[config.mk]
export PLATFORM = sky130hd
export DESIGN_NAME = grf_wport_arbiter
export DESIGN_NICKNAME = d
export VERILOG_FILES = /design/src/rtl/grf_pkg.sv /design/src/rtl/wb_fifo.sv /design/src/rtl/grf_wport_arbiter.sv
export SDC_FILE = /design/constraint.sdc
export NUM_CORES = 1
export LEC_CHECK = 0
export CORE_AREA = 2 2 125 127
export CTS_CLUSTER_DIAMETER = 60
export DETAILED_ROUTE_END_ITERATION = 6
export DIE_AREA = 0 0 127 129
export DONT_BUFFER_PORTS = 1
export GPL_ROUTABILITY_DRIVEN = 0
export PLACE_DENSITY = 0.71
export SLEW_MARGIN = 20
export SYNTH_ARGS = -nofsm -noshare
export SYNTH_HDL_FRONTEND = slang
export SYNTH_HIERARCHICAL = 1
export SYNTH_SLANG_ARGS = --single-unit
export TNS_END_PERCENT = 30
[constraint.sdc]
create_clock -name clk -period 11.1 [get_ports clk]
set_input_delay 3.33 -clock clk [delete_from_list [all_inputs] [get_ports clk]]
set_output_delay 3.33 -clock clk [all_outputs]
set_load 0.02 [all_outputs]
[src/rtl/grf_pkg.sv]
// Shared widths and the MDU result entry for the GRF write-port arbiter.
package grf_pkg;

    localparam int REG_W  = 5;
    localparam int DATA_W = 32;

    localparam logic [REG_W-1:0] REG_ZERO = 5'd0;

    typedef struct packed {
        logic [REG_W-1:0]  addr;
        logic [DATA_W-1:0] data;
        logic [DATA_W-1:0] pc;
    } grf_entry_t;

endpackage

[src/rtl/wb_fifo.sv]
// In-order synchronous FIFO of MDU results waiting for an idle GRF write cycle.
module wb_fifo
    import grf_pkg::*;
#(
    parameter int DEPTH = 2
) (
    input  logic       clk,
    input  logic       rst_n,
    input  logic       push,
    input  grf_entry_t din,
    input  logic       pop,
    output logic       full,
    output logic       empty,
    output grf_entry_t head
);

    localparam int PTR_W = $clog2(DEPTH);
    localparam int CNT_W = PTR_W + 1;

    grf_entry_t       mem [DEPTH];
    logic [PTR_W-1:0] wr_ptr;
    logic [PTR_W-1:0] rd_ptr;
    logic [CNT_W-1:0] count;
    logic             do_push;
    logic             do_pop;

    assign full    = (count == CNT_W'(DEPTH));
    assign empty   = (count == '0);
    assign head    = mem[rd_ptr];
    assign do_push = push && !full;
    assign do_pop  = pop && !empty;

    // Storage carries no reset; occupancy is tracked only by the pointers and count.
    always_ff @(posedge clk) begin
        if (do_push) begin
            mem[wr_ptr] <= din;
        end
    end

    always_ff @(posedge clk) begin
        if (!rst_n) begin
            wr_ptr <= '0;
            rd_ptr <= '0;
            count  <= '0;
        end else begin
            if (do_push) begin
                wr_ptr <= wr_ptr + PTR_W'(1);
            end
            if (do_pop) begin
                rd_ptr <= rd_ptr + PTR_W'(1);
            end
            case ({do_push, do_pop})
                2'b10:   count <= count + CNT_W'(1);
                2'b01:   count <= count - CNT_W'(1);
                default: count <= count;
            endcase
        end
    end

endmodule

[src/rtl/grf_wport_arbiter.sv]
// Shares the GRF write port between WB (priority) and buffered MDU results,
// and tracks registers whose MDU result has not yet reached the GRF.
module grf_wport_arbiter
    import grf_pkg::*;
#(
    parameter int DEPTH = 2
) (
    input  logic              clk,
    input  logic              rst_n,
    input  logic              wb_we,
    input  logic [REG_W-1:0]  wb_addr,
    input  logic [DATA_W-1:0] wb_data,
    input  logic [DATA_W-1:0] wb_pc,
    input  logic              md_valid,
    output logic              md_ready,
    input  logic [REG_W-1:0]  md_addr,
    input  logic [DATA_W-1:0] md_data,
    input  logic [DATA_W-1:0] md_pc,
    input  logic              issue_valid,
    input  logic [REG_W-1:0]  issue_addr,
    input  logic [REG_W-1:0]  rd1_addr,
    input  logic [REG_W-1:0]  rd2_addr,
    output logic              rd1_busy,
    output logic              rd2_busy,
    output logic              grf_we,
    output logic [REG_W-1:0]  grf_waddr,
    output logic [DATA_W-1:0] grf_wdata,
    output logic [DATA_W-1:0] grf_wpc
);

    grf_entry_t  md_entry;
    grf_entry_t  head;
    logic        fifo_full;
    logic        fifo_empty;
    logic        wb_own;
    logic        drain;
    logic        push;
    logic        pop;
    logic        drain_clr;
    logic [31:0] pend;
    logic [31:0] pend_nxt;

    assign md_entry = '{addr: md_addr, data: md_data, pc: md_pc};

    assign wb_own    = wb_we && (wb_addr != REG_ZERO);
    assign drain     = !wb_own && !fifo_empty;
    assign md_ready  = rst_n && !fifo_full;
    assign push      = md_valid && md_ready;
    assign pop       = rst_n && drain;
    assign drain_clr = pop && (head.addr != REG_ZERO);

    wb_fifo #(
        .DEPTH (DEPTH)
    ) u_fifo (
        .clk   (clk),
        .rst_n (rst_n),
        .push  (push),
        .din   (md_entry),
        .pop   (pop),
        .full  (fifo_full),
        .empty (fifo_empty),
        .head  (head)
    );

    // WB passes straight through so the GRF sees no extra latency on the pipeline path.
    always_comb begin
        grf_we    = 1'b0;
        grf_waddr = '0;
        grf_wdata = '0;
        grf_wpc   = '0;
        if (rst_n) begin
            if (wb_own) begin
                grf_we    = 1'b1;
                grf_waddr = wb_addr;
                grf_wdata = wb_data;
                grf_wpc   = wb_pc;
            end else if (!fifo_empty) begin
                grf_we    = (head.addr != REG_ZERO);
                grf_waddr = head.addr;
                grf_wdata = head.data;
                grf_wpc   = head.pc;
            end
        end
    end

    // Set is applied after clear so a same-cycle re-issue keeps the register pending.
    always_comb begin
        pend_nxt = pend;
        if (drain_clr) begin
            pend_nxt[head.addr] = 1'b0;
        end
        if (issue_valid && (issue_addr != REG_ZERO)) begin
            pend_nxt[issue_addr] = 1'b1;
        end
    end

    always_ff @(posedge clk) begin
        if (!rst_n) begin
            pend <= '0;
        end else begin
            pend <= pend_nxt;
        end
    end

    assign rd1_busy = rst_n && pend[rd1_addr];
    assign rd2_busy = rst_n && pend[rd2_addr];

endmodule
==> results of run 1 <==
[through the flow]
stage	utilization, %	setup slack, ns	total power [mW]
after detailed placement	53.9	1.92	0.868
after CTS	57.8	1.91	1.44
after floorplan	-	2.88	0.853
final	57.8	1.92	1.43
after global routing	57.8	1.81	1.48
after global placement	53.9	2.03	0.864
[final timing paths]
| check | end | startpoint |
|---|---|---|
| hold / removal | pend[2] | pend[2] |
| setup / recovery | grf_wdata[22] | wb_addr[2] |
| setup reg to reg | u_fifo/count[1] | u_fifo/count[1] |
| hold reg to reg | pend[2] | pend[2] |
[worst max-delay path: stages]
cell,delay [ns]
or4_1,0.52
o21a_1,0.19
buf_4,0.24
nor2_4,0.81
buf_4,0.39
a22o_1,0.32
[state kept, by name, indices dropped and copies added, names as in the netlist, named ones only]
signal / count
u_fifo/rd_ptr: 1
pend: 32
u_fifo/mem: 138
u_fifo/count: 2
u_fifo/wr_ptr: 1
[layout by cell type, fill, tap and decap left out, types with 4 or more instances in the layout]
master	n
clkbuf_16	17
dfxtp_1	36
and2_1	4
mux2i_1	4
nor2b_1	6
a22o_1	67
o41ai_1	28
nand2b_1	5
mux2_2	74
a21boi_0	28
nor2_1	6
buf_4	4
mux4_2	14
o21ai_0	4
edfxtp_1	138
o22ai_1	4
inv_1	6
nand2_1	39
clkinvlp_4	4
[Yosys cell counts (4+ instances only)]
library cell and instances:
o21ai_0 4, buf_1 6, a21boi_0 28, mux4_2 14
nor2_1 6, clkbuf_1 16, buf_6 6, dfxtp_1 37
inv_1 7, o41ai_1 28, nor2b_1 6, mux2_2 74
nand2_1 39, a22o_1 67, mux2i_1 4, nand2b_1 5
and2_1 4, buf_2 18, edfxtp_1 138, o22ai_1 4
[logic make-up after synthesis]
logic type | after synthesis | share of synthesized area, %
xor+xnor | 3 | 0.326
fa+ha+maj | 1 | 0.155
flops | 175 | 60.6
buf+inv | 56 | 3.54
simple gates | 87 | 5.64
mux | 92 | 14.8
compound gates | 145 | 14.9
[cell type report]
type / count / share of cell area, %
clock inverter: 13 / 1.61
inverter: 8 / 0.347
multi-input combinational: 328 / 33.5
timing repair buffer: 4 / 0.347
sequential: 175 / 56.5
tap: 188 / 2.72
clock buffer: 19 / 5.00
[report_power, final]
| group | internal, mW | switching [mW] | total [mW] |
|---|---|---|---|
| clock network | 0.332 | 0.245 | 0.577 |
| logic | 0.0390 | 0.0756 | 0.115 |
| registers | 0.732 | 0.00796 | 0.739 |
[per-layer routing]
metal | vias up | part of all wire [%] | GRT usage, %
met2 | 250 | 51 | 36.8
met5 | - | 0 | 0
met1 | 2395 | 39 | 26.4
met3 | 27 | 9.0 | 6.24
li1 | 2177 | - | -
met4 | 0 | 1.9 | 8.79
==> results.sh, run 1 <==
export IMPL_synth_cell_area_um2=8060
export IMPL_post_route_period_util_pct=82.7
export IMPL_synth_ff_type="edfxtp_1"
export IMPL_die_w_um=127
export IMPL_tightest_slew_ns=1.03
export IMPL_finalSetupViolations=0
export IMPL_synth_top_cell_by_area="edfxtp_1"
export IMPL_firstDrtPassIters=5
export IMPL_htree_levels=4
export IMPL_timing_hold_ws_ns=0.494
export IMPL_synth_seq_cells=175
export IMPL_reg2reg_depth=7
export IMPL_die_area_um2=16400
export IMPL_wl_per_cell_um=24.8
export IMPL_rsz0062_at_grt="no"
export IMPL_clkLatencyLatePin_ns=0.42
export IMPL_crit_fanout=40
export IMPL_synth_edff_count=138
export IMPL_wl_mm=18.2
export IMPL_cts_tree="built"
export IMPL_clock_sinks=175
export IMPL_drtIter0Drc=553
export IMPL_setup_tns_ns=0
export IMPL_ff2ff_setup_slack_ns=7.63
export IMPL_grt_pass1_wl_mm=26.4
export IMPL_multi_input_area_um2=2900
export IMPL_stdcell_area_um2=8650
export IMPL_power_leakage_nw=2.76
export IMPL_grt_overflow_total=0
export IMPL_synth_distinct_cells=47
export IMPL_via_per_inst=6.60
export IMPL_place_inst=703
export IMPL_period_minus_slack_ns=9.18
export IMPL_drv_cap=0
export IMPL_die_h_um=129
export IMPL_synthCells=559
export IMPL_grt_use_total_pct=21.7
export IMPL_grt_pass1_vias=4819
export IMPL_final_net_count=693
export IMPL_irDropWorstVdd_mv=0.101
export IMPL_numPortBuffers=0
export IMPL_synth_nets=718
export IMPL_worstSetupEndpointType="output pin"
export IMPL_vias=4849
export IMPL_layout_drive_gt1_share_pct=23.9
export IMPL_postRouteAntennaNets=0
export IMPL_cp_start_kind="input port"
export IMPL_place_area_um2=8080
export IMPL_final_instance_count_excl_fill=735
export IMPL_antenna_found_initial=0
export IMPL_core_area_um2=15000
export IMPL_drc=0
export IMPL_ctsHoldBuffers=0
export IMPL_status="finished clean"
export IMPL_synthArstFlopShare_pct=0
export IMPL_grt_start_max_net_pins=70
export IMPL_ys_top_cells_by_area="edfxtp_1 51%, mux2_2 10%, dfxtp_1 9.2%, a22o_1 7.3%, mux4_2 3.9%"
export IMPL_finalClockSkew_ns=0.0102
export IMPL_crit_arrival_ns=5.85
export IMPL_synth_top_area_share_pct=51.4
export IMPL_syn2layout_area_growth_pct=7.39
export IMPL_clock_root_buffer="clkbuf_16"
export IMPL_crit_type="input port to output pin"
export IMPL_power_density_nw_per_um2=165
export IMPL_yosys_warnings=6
export IMPL_clk_path_buf_depth=2
export IMPL_diodes=0
export IMPL_finalHoldViolations=0
export IMPL_numCtsBuffers=17
export IMPL_required_ns=7.77
export IMPL_cts_setup_buffers=0
export IMPL_fmax_mhz=109
export IMPL_ys_seq_area_share_pct=60.6
export IMPL_seqCellArea_um2=4890
export IMPL_whs_path_depth=2
export IMPL_slew_violations=0
export IMPL_start_util_pct=53.8
export IMPL_dp_hpwl_mm=12.0
export IMPL_max_slew_margin_pct=31.1
export IMPL_postSynthAreaPerCell_um2=14.4
export IMPL_rows=45
export IMPL_pin_count=231
export IMPL_hold_class="flip-flop to flip-flop"
export IMPL_cts_resized=0
export IMPL_clk_pin_slew_ns=0.06
export IMPL_fillers=1156
No activity file was read; power rests on OpenSTA's default activity.
==> run 2: changes to the inputs <==
- PLACE_DENSITY: 0.71 -> 0.74
- clock period: 11.1 -> 8.4 ns (I/O delays scaled with it)
==> run 2 against run 1 <==
Compared with the run above: global-route usage hardly changed; register-to-register slack worse by 2.6 ns; clock-buffer cell count is 1 higher; largest cell class unchanged.
==> results.sh, run 2 (synthesized netlist as in run 1, its figures left out) <==
export IMPL_top_layer="met4"
export IMPL_crit_arrival_ns=4.35
export IMPL_tightest_slew_ns=1.04
export IMPL_layout_drive_gt1_share_pct=23.4
export IMPL_post_route_period_util_pct=81.8
export IMPL_rsz0062_at_grt="no"
export IMPL_max_slew_margin_pct=30.7
export IMPL_required_ns=5.88
export IMPL_reg2reg_depth=8
export IMPL_switching_power_uw=418
export IMPL_clkLatencyLatePin_ns=0.42
export IMPL_vias=4922
export IMPL_numCtsBuffers=17
export IMPL_dp_hpwl_mm=12.2
export IMPL_clk_path_buf_depth=2
export IMPL_status="finished clean"
export IMPL_top_register="u_fifo/mem"
export IMPL_cp_start_kind="input port"
export IMPL_fmax_mhz=145
export IMPL_pwr_share_comb_pct=7.8
export IMPL_via_per_inst=6.71
export IMPL_final_util_pct=58.2
export IMPL_drtIter0Drc=461
export IMPL_wl_mm=18.0
export IMPL_finalClockSkew_ns=0.0109
export IMPL_diodes=0
export IMPL_ctsHoldBuffers=0
export IMPL_final_instance_count_excl_fill=734
export IMPL_seqPwrFrac_pct=49.7
export IMPL_start_util_pct=53.8
export IMPL_postRouteAntennaNets=0
export IMPL_numPortBuffers=0
export IMPL_cts_setup_buffers=0
export IMPL_period_minus_slack_ns=6.87
export IMPL_grt_overflow_total=0
export IMPL_setup_tns_ns=0
export IMPL_dr_wl_met2_mm=9.28
export IMPL_reg_top3="u_fifo/mem: 138 flops, pend: 32 flops, u_fifo/count: 2 flops"
export IMPL_drc=0
export IMPL_final_net_count=694
export IMPL_crit_type="input port to output pin"
export IMPL_worstSetupEndpointType="output pin"
export IMPL_pwr_share_clk_pct=42.5
export IMPL_grt_pass1_wl_mm=26.6
export IMPL_crit_fanout=70
export IMPL_grt_start_max_net_pins=71
export IMPL_hold_class="flip-flop to flip-flop"
export IMPL_power_leakage_nw=2.80
export IMPL_die_area_um2=16400
export IMPL_cts_resized=0
export IMPL_seqCellArea_um2=4890
export IMPL_swShare_pct=21.3
export IMPL_power_total_mw=1.96
export IMPL_pin_count=231
export IMPL_route_met3_wl_mm=1.85
export IMPL_power_density_nw_per_um2=225
export IMPL_drv_cap=0
export IMPL_finalHoldViolations=0
export IMPL_htree_levels=4
export IMPL_clk_pin_slew_ns=0.06
export IMPL_multi_input_area_um2=2890
export IMPL_largest_reg_flops=138
export IMPL_fillers=1133
export IMPL_grt_pass1_vias=4805
export IMPL_clock_root_buffer="clkbuf_16"
export IMPL_slew_violations=0
export IMPL_whs_path_depth=2
export IMPL_p_int_mw=1.54
export IMPL_wl_per_cell_um=24.6
export IMPL_rows=45
export IMPL_drt_met1_wl_mm=6.58
export IMPL_syn2layout_area_growth_pct=8.20
export IMPL_clock_sinks=175
export IMPL_finalSetupViolations=0
export IMPL_cts_tree="built"
export IMPL_die_w_um=127
export IMPL_antenna_found_initial=0
export IMPL_die_h_um=129
export IMPL_most_common_layout_cells="138 x edfxtp_1, 74 x mux2_2, 67 x a22o_1, 39 x nand2_1, 36 x dfxtp_1"
export IMPL_place_inst=704
export IMPL_timing_hold_ws_ns=0.488
export IMPL_grt_use_total_pct=21.7
export IMPL_layout_commonest_cell="edfxtp_1"
export IMPL_firstDrtPassIters=5
export IMPL_core_area_um2=15000
export IMPL_irDropWorstVdd_mv=0.134
## run 2: changes by cell type in the layout (fill, tap and decap cells not counted), sizes merged
cell	delta
buf	+1
clkbuf	+1
bufinv	+3
inv	-1
clkinvlp	-5
## run 2: worst max-delay path, stage by stage
cell and delay [ns]:
or4_1 0.51, o21a_1 0.37, nor2_4 0.20, buf_12 0.32, a22o_1 0.42
## run 2: final cells by class
cell class | count | share of cell area [%]
clock buffers | 20 | 5.01
well taps | 188 | 2.70
clock inverters | 10 | 2.14
multi-input cells | 328 | 33.2
flip-flops and latches | 175 | 56.1
repair buffers | 5 | 0.574
inverters | 8 | 0.345
## run 2: final timing paths
| kind | from | endpoint | slack, ns |
|---|---|---|---|
| max | wb_addr[2] | grf_waddr[2] | 1.53 |
| min | u_fifo/wr_ptr | u_fifo/wr_ptr | 0.49 |
| max reg2reg | u_fifo/count[1] | u_fifo/count[1] | 5.05 |
| min reg2reg | u_fifo/wr_ptr | u_fifo/wr_ptr | 0.49 |
## run 2: power groups by stage
| stage | clock network, mW | registers [mW] | logic (mW) |
|---|---|---|---|
| floorplan | 0 | 0.992 | 0.136 |
| global placement | 0 | 0.992 | 0.150 |
| detailed placement | 0 | 0.994 | 0.153 |
| CTS | 0.850 | 0.976 | 0.153 |
| global route | 0.882 | 0.978 | 0.162 |
| finish | 0.834 | 0.976 | 0.153 |
## run 2: through the flow
step,area (um2),worst slack [ns]
floorplan,8060,1.80
global placement,8090,1.57
detailed placement,8090,1.54
CTS,8720,1.53
global route,8720,1.47
finish,8720,1.53
## run 2: per-layer routing
| layer | up-vias | global-route usage, % |
|---|---|---|
| met5 | - | 0 |
| met4 | 0 | 8.21 |
| met3 | 31 | 7.48 |
| met2 | 284 | 37.5 |
| met1 | 2422 | 25.1 |
| li1 | 2185 | - |
